<file path="src/rtl/mouse_init_sequencer_pkg.sv">
// Shared state encoding, PS/2 command/response bytes and state-class helpers
// for the mouse initialisation sequencer.
package mouse_pkg;

    typedef enum logic [3:0] {
        TX_RST        = 4'd0,
        WAIT_SENT_RST = 4'd1,
        WAIT_ACK_RST  = 4'd2,
        WAIT_BAT      = 4'd3,
        WAIT_ID       = 4'd4,
        TX_EN         = 4'd5,
        WAIT_SENT_EN  = 4'd6,
        WAIT_ACK_EN   = 4'd7,
        PKT_S         = 4'd8,
        PKT_X         = 4'd9,
        PKT_Y         = 4'd10,
        IRQ           = 4'd11
    } master_state_t;

    localparam logic [7:0] CMD_RESET       = 8'hFF;
    localparam logic [7:0] CMD_STREAM_EN   = 8'hF4;
    localparam logic [7:0] RSP_ACK         = 8'hFA;
    localparam logic [7:0] RSP_BAT_OK      = 8'hAA;
    localparam logic [7:0] RSP_DEV_ID      = 8'h00;
    localparam int         STATUS_SYNC_BIT = 3;

    function automatic logic is_command(master_state_t s);
        return s inside {TX_RST, TX_EN};
    endfunction

    function automatic logic is_response(master_state_t s);
        return s inside {WAIT_ACK_RST, WAIT_BAT, WAIT_ID, WAIT_ACK_EN};
    endfunction

    function automatic logic is_streaming(master_state_t s);
        return s inside {PKT_S, PKT_X, PKT_Y, IRQ};
    endfunction

    // States in which the optional watchdog is allowed to run.
    function automatic logic is_timed(master_state_t s);
        return s inside {WAIT_SENT_RST, WAIT_ACK_RST, WAIT_BAT, WAIT_ID,
                         WAIT_SENT_EN, WAIT_ACK_EN, PKT_X, PKT_Y};
    endfunction

    function automatic logic [7:0] command_byte(master_state_t s);
        return (s == TX_EN) ? CMD_STREAM_EN : CMD_RESET;
    endfunction

    function automatic logic [7:0] expected_response(master_state_t s);
        case (s)
            WAIT_BAT: return RSP_BAT_OK;
            WAIT_ID:  return RSP_DEV_ID;
            default:  return RSP_ACK;
        endcase
    endfunction

endpackage

</file>
<file path="src/rtl/mouse_init_sequencer_if.sv">
// Byte-level link between the sequencer (master) and the PS/2 byte
// transmitter/receiver pair (slave).
interface mouse_init_sequencer_if;
    logic       SEND_BYTE;
    logic [7:0] BYTE_TO_SEND;
    logic       BYTE_SENT;
    logic       READ_ENABLE;
    logic [7:0] BYTE_READ;
    logic [1:0] BYTE_ERROR_CODE;
    logic       BYTE_READY;

    modport master (
        output SEND_BYTE, BYTE_TO_SEND, READ_ENABLE,
        input  BYTE_SENT, BYTE_READ, BYTE_ERROR_CODE, BYTE_READY
    );

    modport slave (
        input  SEND_BYTE, BYTE_TO_SEND, READ_ENABLE,
        output BYTE_SENT, BYTE_READ, BYTE_ERROR_CODE, BYTE_READY
    );
endinterface

</file>
<file path="src/rtl/mouse_init_sequencer_watchdog.sv">
// Per-state watchdog: counts enabled cycles since the last state change and
// flags expiry on the LIMIT-th cycle. Only built with MOUSE_TIMEOUT_EN.
module mouse_watchdog #(
    parameter int LIMIT = 50_000_000
) (
    input  logic CLK,
    input  logic RESET,
    input  logic clear,
    input  logic enable,
    output logic expired
);
    localparam int CW = (LIMIT > 1) ? $clog2(LIMIT) : 1;

    logic [CW-1:0] count;

    always_ff @(posedge CLK) begin
        if (RESET || clear) begin
            count <= '0;
        end else if (enable && !expired) begin
            count <= count + CW'(1);
        end
    end

    assign expired = enable && (count == CW'(LIMIT - 1));
endmodule

</file>
<file path="src/rtl/mouse_init_sequencer.sv">
// PS/2 mouse master: runs the reset/BAT/ID/stream-enable handshake, then
// reassembles 3-byte movement packets. Optional watchdog: MOUSE_TIMEOUT_EN.
module mouse_init_sequencer
    import mouse_pkg::*;
#(
    parameter int TIMEOUT_CYCLES = 50_000_000
) (
    input  logic                          CLK,
    input  logic                          RESET,
    mouse_init_sequencer_if.master        link,
    output logic [7:0]                    MOUSE_STATUS,
    output logic [7:0]                    MOUSE_DX,
    output logic [7:0]                    MOUSE_DY,
    output logic                          SEND_INTERRUPT,
    output logic                          INIT_DONE,
    output logic [3:0]                    MASTER_STATE
);

    master_state_t state, next_state;

    logic       send_byte;
    logic [7:0] byte_to_send;
    logic       read_enable;
    logic       init_done;
    logic       send_interrupt;

    logic       rx_valid;
    logic [7:0] rx_byte;
    logic [1:0] rx_error;

    logic [7:0] shadow_status;
    logic [7:0] shadow_dx;

    logic       rsp_ok;
    logic       timeout;

    // Receiver outputs are registered once; the FSM acts one edge later.
    // NOTE: sequential state uses non-blocking assignments so every flop
    // samples pre-edge values regardless of block ordering.
    always_ff @(posedge CLK) begin
        if (RESET) begin
            rx_valid <= 1'b0;
            rx_byte  <= '0;
            rx_error <= '0;
        end else begin
            rx_valid <= link.BYTE_READY;
            rx_byte  <= link.BYTE_READ;
            rx_error <= link.BYTE_ERROR_CODE;
        end
    end

`ifdef MOUSE_TIMEOUT_EN
    mouse_watchdog #(
        .LIMIT   (TIMEOUT_CYCLES)
    ) u_watchdog (
        .CLK     (CLK),
        .RESET   (RESET),
        .clear   (next_state != state),
        .enable  (is_timed(state)),
        .expired (timeout)
    );
`else
    logic unused_timeout_cfg;
    assign unused_timeout_cfg = ^TIMEOUT_CYCLES;
    assign timeout = 1'b0;
`endif

    // NOTE: every always_comb output gets a default first so no path can
    // leave it unassigned and infer a latch.
    always_comb begin
        next_state = state;
        rsp_ok     = (rx_error == 2'b00) && (rx_byte == expected_response(state));

        unique case (state)
            // A command state issues its byte on entry, so it leaves once
            // SEND_BYTE is up; straight after reset it first raises it.
            TX_RST: if (send_byte) next_state = WAIT_SENT_RST;
            TX_EN:  if (send_byte) next_state = WAIT_SENT_EN;

            WAIT_SENT_RST: begin
                if (link.BYTE_SENT) next_state = WAIT_ACK_RST;
                else if (timeout)   next_state = TX_RST;
            end
            WAIT_SENT_EN: begin
                if (link.BYTE_SENT) next_state = WAIT_ACK_EN;
                else if (timeout)   next_state = TX_RST;
            end

            WAIT_ACK_RST: begin
                if (rx_valid)     next_state = rsp_ok ? WAIT_BAT : TX_RST;
                else if (timeout) next_state = TX_RST;
            end
            WAIT_BAT: begin
                if (rx_valid)     next_state = rsp_ok ? WAIT_ID : TX_RST;
                else if (timeout) next_state = TX_RST;
            end
            WAIT_ID: begin
                if (rx_valid)     next_state = rsp_ok ? TX_EN : TX_RST;
                else if (timeout) next_state = TX_RST;
            end
            WAIT_ACK_EN: begin
                if (rx_valid)     next_state = rsp_ok ? PKT_S : TX_RST;
                else if (timeout) next_state = TX_RST;
            end

            // Only a clean byte with the sync bit set can open a packet.
            PKT_S: begin
                if (rx_valid && (rx_error == 2'b00) && rx_byte[STATUS_SYNC_BIT])
                    next_state = PKT_X;
            end
            PKT_X: begin
                if (rx_valid)     next_state = (rx_error == 2'b00) ? PKT_Y : PKT_S;
                else if (timeout) next_state = PKT_S;
            end
            PKT_Y: begin
                if (rx_valid)     next_state = (rx_error == 2'b00) ? IRQ : PKT_S;
                else if (timeout) next_state = PKT_S;
            end
            IRQ: next_state = PKT_S;

            default: next_state = TX_RST;
        endcase
    end

    // Outputs are registered from next_state so they line up with the state
    // they belong to.
    // NOTE: shadow and output registers are reset explicitly; a reset must
    // never let a half-assembled packet reach the host.
    always_ff @(posedge CLK) begin
        if (RESET) begin
            state          <= TX_RST;
            send_byte      <= 1'b0;
            byte_to_send   <= '0;
            read_enable    <= 1'b0;
            init_done      <= 1'b0;
            send_interrupt <= 1'b0;
            shadow_status  <= '0;
            shadow_dx      <= '0;
            MOUSE_STATUS   <= '0;
            MOUSE_DX       <= '0;
            MOUSE_DY       <= '0;
        end else begin
            state          <= next_state;
            send_byte      <= is_command(next_state);
            read_enable    <= is_response(next_state) || is_streaming(next_state);
            init_done      <= is_streaming(next_state);
            send_interrupt <= (next_state == IRQ);

            if (is_command(next_state))
                byte_to_send <= command_byte(next_state);

            if (state == PKT_S && next_state == PKT_X) shadow_status <= rx_byte;
            if (state == PKT_X && next_state == PKT_Y) shadow_dx     <= rx_byte;

            // DY goes straight to the output on the same edge as the others.
            if (next_state == IRQ) begin
                MOUSE_STATUS <= shadow_status;
                MOUSE_DX     <= shadow_dx;
                MOUSE_DY     <= rx_byte;
            end
        end
    end

    assign link.SEND_BYTE    = send_byte;
    assign link.BYTE_TO_SEND = byte_to_send;
    assign link.READ_ENABLE  = read_enable;
    assign INIT_DONE         = init_done;
    assign SEND_INTERRUPT    = send_interrupt;
    assign MASTER_STATE      = state;

endmodule

</file>
<file path="src/flat_wrapper.sv">
// flat-port wrapper written by rule: the top's interface ports become plain ports
module mouse_init_sequencer_flat import mouse_pkg::*;
#(
    parameter int TIMEOUT_CYCLES = 50_000_000
)
  (CLK, RESET, MOUSE_STATUS, MOUSE_DX, MOUSE_DY, SEND_INTERRUPT, INIT_DONE, MASTER_STATE, link_SEND_BYTE, link_BYTE_TO_SEND, link_READ_ENABLE, link_BYTE_SENT, link_BYTE_READ, link_BYTE_ERROR_CODE, link_BYTE_READY);
  mouse_init_sequencer_if link_i ();
  input  logic CLK;
  input  logic RESET;
  output logic [7:0] MOUSE_STATUS;
  output logic [7:0] MOUSE_DX;
  output logic [7:0] MOUSE_DY;
  output logic SEND_INTERRUPT;
  output logic INIT_DONE;
  output logic [3:0] MASTER_STATE;
  output wire logic [$bits(link_i.SEND_BYTE)-1:0] link_SEND_BYTE;
  output wire logic [$bits(link_i.BYTE_TO_SEND)-1:0] link_BYTE_TO_SEND;
  output wire logic [$bits(link_i.READ_ENABLE)-1:0] link_READ_ENABLE;
  input wire logic [$bits(link_i.BYTE_SENT)-1:0] link_BYTE_SENT;
  input wire logic [$bits(link_i.BYTE_READ)-1:0] link_BYTE_READ;
  input wire logic [$bits(link_i.BYTE_ERROR_CODE)-1:0] link_BYTE_ERROR_CODE;
  input wire logic [$bits(link_i.BYTE_READY)-1:0] link_BYTE_READY;
  assign link_SEND_BYTE = link_i.SEND_BYTE;
  assign link_BYTE_TO_SEND = link_i.BYTE_TO_SEND;
  assign link_READ_ENABLE = link_i.READ_ENABLE;
  assign link_i.BYTE_SENT = link_BYTE_SENT;
  assign link_i.BYTE_READ = link_BYTE_READ;
  assign link_i.BYTE_ERROR_CODE = link_BYTE_ERROR_CODE;
  assign link_i.BYTE_READY = link_BYTE_READY;
  mouse_init_sequencer #(.TIMEOUT_CYCLES(TIMEOUT_CYCLES)) u_core (.CLK(CLK), .RESET(RESET), .link(link_i), .MOUSE_STATUS(MOUSE_STATUS), .MOUSE_DX(MOUSE_DX), .MOUSE_DY(MOUSE_DY), .SEND_INTERRUPT(SEND_INTERRUPT), .INIT_DONE(INIT_DONE), .MASTER_STATE(MASTER_STATE));
endmodule
</file>
<file path="config.mk">
export PLATFORM = sky130hd
export DESIGN_NAME = mouse_init_sequencer_flat
export DESIGN_NICKNAME = d
export VERILOG_FILES = /design/src/rtl/mouse_init_sequencer_pkg.sv /design/src/rtl/mouse_init_sequencer_if.sv /design/src/rtl/mouse_init_sequencer_watchdog.sv /design/src/rtl/mouse_init_sequencer.sv /design/src/flat_wrapper.sv
export SDC_FILE = /design/constraint.sdc
export NUM_CORES = 1
export LEC_CHECK = 0
export ABC_AREA = 1
export CAP_MARGIN = 15
export CORE_MARGIN = 5
export CORE_UTILIZATION = 46
export CTS_BUF_LIST = sky130_fd_sc_hd__clkbuf_4 sky130_fd_sc_hd__clkbuf_8
export DETAILED_ROUTE_END_ITERATION = 16
export PLACE_DENSITY_LB_ADDON = 0.12
export SLEW_MARGIN = 20
export SYNTH_ARGS = -nofsm -noshare
export SYNTH_HDL_FRONTEND = slang
export SYNTH_SLANG_ARGS = --single-unit
</file>
<file path="constraint.sdc">
create_clock -name CLK -period 4.1 [get_ports CLK]
set_clock_uncertainty 0.1 [all_clocks]
set_input_delay 0.41 -clock CLK [delete_from_list [all_inputs] [get_ports CLK]]
set_output_delay 0.41 -clock CLK [all_outputs]
set_load 0.005 [all_outputs]
</file>
==> metrics <==
final setup fails=0; GR Overflow Total=0; dominant cells by area after synthesis=dfxtp_1 (49%), inv_1 (9.0%), o21ai_0 (8.6%); Yosys top cell area share=slightly below 50%; routed wire length=5070 um; peak supply drop=278 uV; vias in the first global route=1844; largest net degree at the start of global routing=42; status=finished, final reports clean; Slew Viols, Final=0; first-pass GRT wire length=8490 um; Post-CTS Setup Repair Bufs=0; Non-Filler Instances=449; average cell area after synthesis=7.63 um2; Min Clock Period, post-route=2440 ps; die footprint=7030 um2; Ys Warns=0; Final Hold Viols=0; post-CTS sizing=0; synthesized area=2510 um2; CP startpoint kind=register; Initial Util=between 40% and 50%; Clock H-tree levels=3; Hold Path Depth=2; Post-Place Cells=between 400 and 500; CP max FO=29; fraction of layout cells with a size suffix above 1=11.1%; clock tree root driver cell=clkbuf_8; Clock Tree Buf Depth=2; hold path start=u_core.MOUSE_STATUS[4]; Hold Path Class=register to register; Reg clk slew, reported paths=70 ps; Final HPWL DP=3680 um; CP arrival=2560 ps; Gate Count Post-Synth=329; n_diodes=0; DRC Markers=0; Vias=2089; worst hold slack=344 ps; Global Route Usage Sum=15.0%; Core ar.=between 5000 and 6000 um2; TritonRoute pass-1 iters=4; Pwr Density=442 nW/um2; number of synthesized register bits=61; Final period util=59.5%; chip height=83.9 um; CTS tree=built; max cap viols=0; cts bufs inserted=9; Leakage=1.30 nW; Seq/Total Area, Yosys=48.7%; critical path class=register to register; Post-CTS Hold Fix Bufs=0; fmax=410 MHz; Port Buffers=53; Syn Nets=343; CP max stage cell=dfxtp_1; reg-to-reg startpoint=u_core.MASTER_STATE[1]; Worst Setup End Kind=register; worst skew pair latency=roughly 340 ps; DR WL/cell=11.3 um; Die W=83.9 um; Final ANT Viol Nets=0; initial antenna violation count=0; clk sinks=61; Critical Path Max Stage Delay=roughly 440 ps; top cell type by total area after synthesis=dfxtp_1; Via density=4.65; # rows=26; setup TNS=0 ps; crit-path cells=inv_1 -> nor2_1 -> o2111ai_2 -> buf_4 -> nand3_1 -> inv_1 -> nand2_2 -> nor2_1 -> nand2_1 -> nand2_1 -> nand2_1 -> nand2_1; reg-to-reg setup timing slack=approximately 1700 ps; # nets final=388; GPL Wtd Cong=0.801; Netlist cell types=30; area growth from synthesis to layout=29.7%; I/O pins=between 50 and 60; worst-margin pin slew=between 900 and 1000 ps; R2R cell count=12; RSZ-0062 raised after global routing=false; Slew HR=39.6%; Hold Path End=u_core.MOUSE_STATUS[4]; RR Endpoint=u_core.link.BYTE_TO_SEND[6]; most frequent CP cell=nand2_1; Required @ worst endpoint=roughly 4200 ps; initial drt markers=105
worst max-delay path by stage:
stage	start	to	slack (ps)	depth (start not counted)
after floorplan	u_core.MASTER_STATE[2]	u_core.link.BYTE_TO_SEND[6]	2440	15
after global placement	RESET	u_core.MOUSE_DY[3]	1490	4
after detailed placement	RESET	u_core.MOUSE_STATUS[3]	1470	4
after CTS	u_core.MASTER_STATE[1]	u_core.link.BYTE_TO_SEND[6]	1660	12
after global routing	u_core.MASTER_STATE[1]	u_core.link.BYTE_TO_SEND[6]	1360	12
final	u_core.MASTER_STATE[1]	u_core.link.BYTE_TO_SEND[6]	1660	12
cell type report:
type	instances	area, um2
timing repair buffer	54	538
multi-input combinational	185	953
fill	479	1950
tap	70	87.6
clock inverter	6	87.6
sequential	61	1220
clock buffer	10	131
inverter	63	236
placed cells by master, fill, tap and decap left out, drive strengths merged:
| cell type | n |
|---|---|
| nor3b | 1 |
| clkdlybuf4s50 | 53 |
| nand3b | 1 |
| nand4 | 2 |
| o21a | 1 |
| clkbuf | 10 |
| o2111ai | 1 |
| nor2 | 43 |
| and3 | 1 |
| dfxtp | 61 |
| bufinv | 2 |
| inv | 63 |
| nand3 | 10 |
| clkinv | 4 |
| a21oi | 43 |
| nand2 | 33 |
| a31oi | 1 |
| o21ai | 47 |
| buf | 1 |
| nor3 | 1 |
state kept, by name, indices dropped and copies added (netlist names), 2 cells and up:
register,flops
u_core.MASTER_STATE,4
u_core.MOUSE_STATUS,8
u_core.rx_byte,8
u_core.shadow_status,8
u_core.shadow_dx,8
u_core.rx_error,2
u_core.link.BYTE_TO_SEND,2
u_core.MOUSE_DX,8
u_core.MOUSE_DY,8
logic make-up (layout without fill, tap and decap cells):
group           Yosys count  count (layout)  share of synthesized area [%]
simple gates             92              92                           18.1
buf+inv                  83             133                           13.6
flops                    61              61                           48.7
compound gates           93              93                           19.6
metrics by stage:
| stage | cell area, um2 | utilization [%] | worst slack (ps) | power, mW |
|---|---|---|---|---|
| after floorplan | 2510 | - | 2440 | 0.783 |
| after global placement | 3040 | 58.3 | 1490 | 0.867 |
| after detailed placement | 3040 | 58.3 | 1470 | 0.867 |
| after CTS | 3260 | 62.5 | 1660 | 1.45 |
| after global routing | 3260 | 62.5 | 1360 | 1.51 |
| final | 3260 | 62.5 | 1660 | 1.44 |
per-layer routing:
layer | up-vias | share of wire (%) | track usage [%]
met2 | 54 | 45 | 22.6
met1 | 911 | 48 | 19.8
met5 | - | 0 | 0
li1 | 1118 | - | -
met4 | 0 | 1.1 | 6.58
met3 | 6 | 5.9 | 4.64
power breakdown:
part           internal, mW  leakage [nW]  switching (mW)
Combinational         0.110         0.691           0.102
Sequential            0.615         0.496          0.0270
Clock                 0.349         0.114           0.235
Total                  1.07          1.30           0.364
worst max-delay path, delay by kind of cell, from the launching register on:
family	cells	cell delay (ps)
AND/OR/NAND/NOR	8	800
flip-flops	1	440
buffers and inverters	3	540
AO/OA/AOI/OAI	1	440
Yosys cell counts (all sizes together):
library cell / count
o21ai: 47
nor3: 1
clkbuf: 10
nor3b: 1
a21oi: 43
o2111ai: 1
buf: 10
nand3: 10
inv: 63
and3: 1
o21a: 1
nand4: 2
dfxtp: 61
nand2: 33
nand3b: 1
a31oi: 1
nor2: 43
Note: power is estimated with default switching activity, not from simulation.
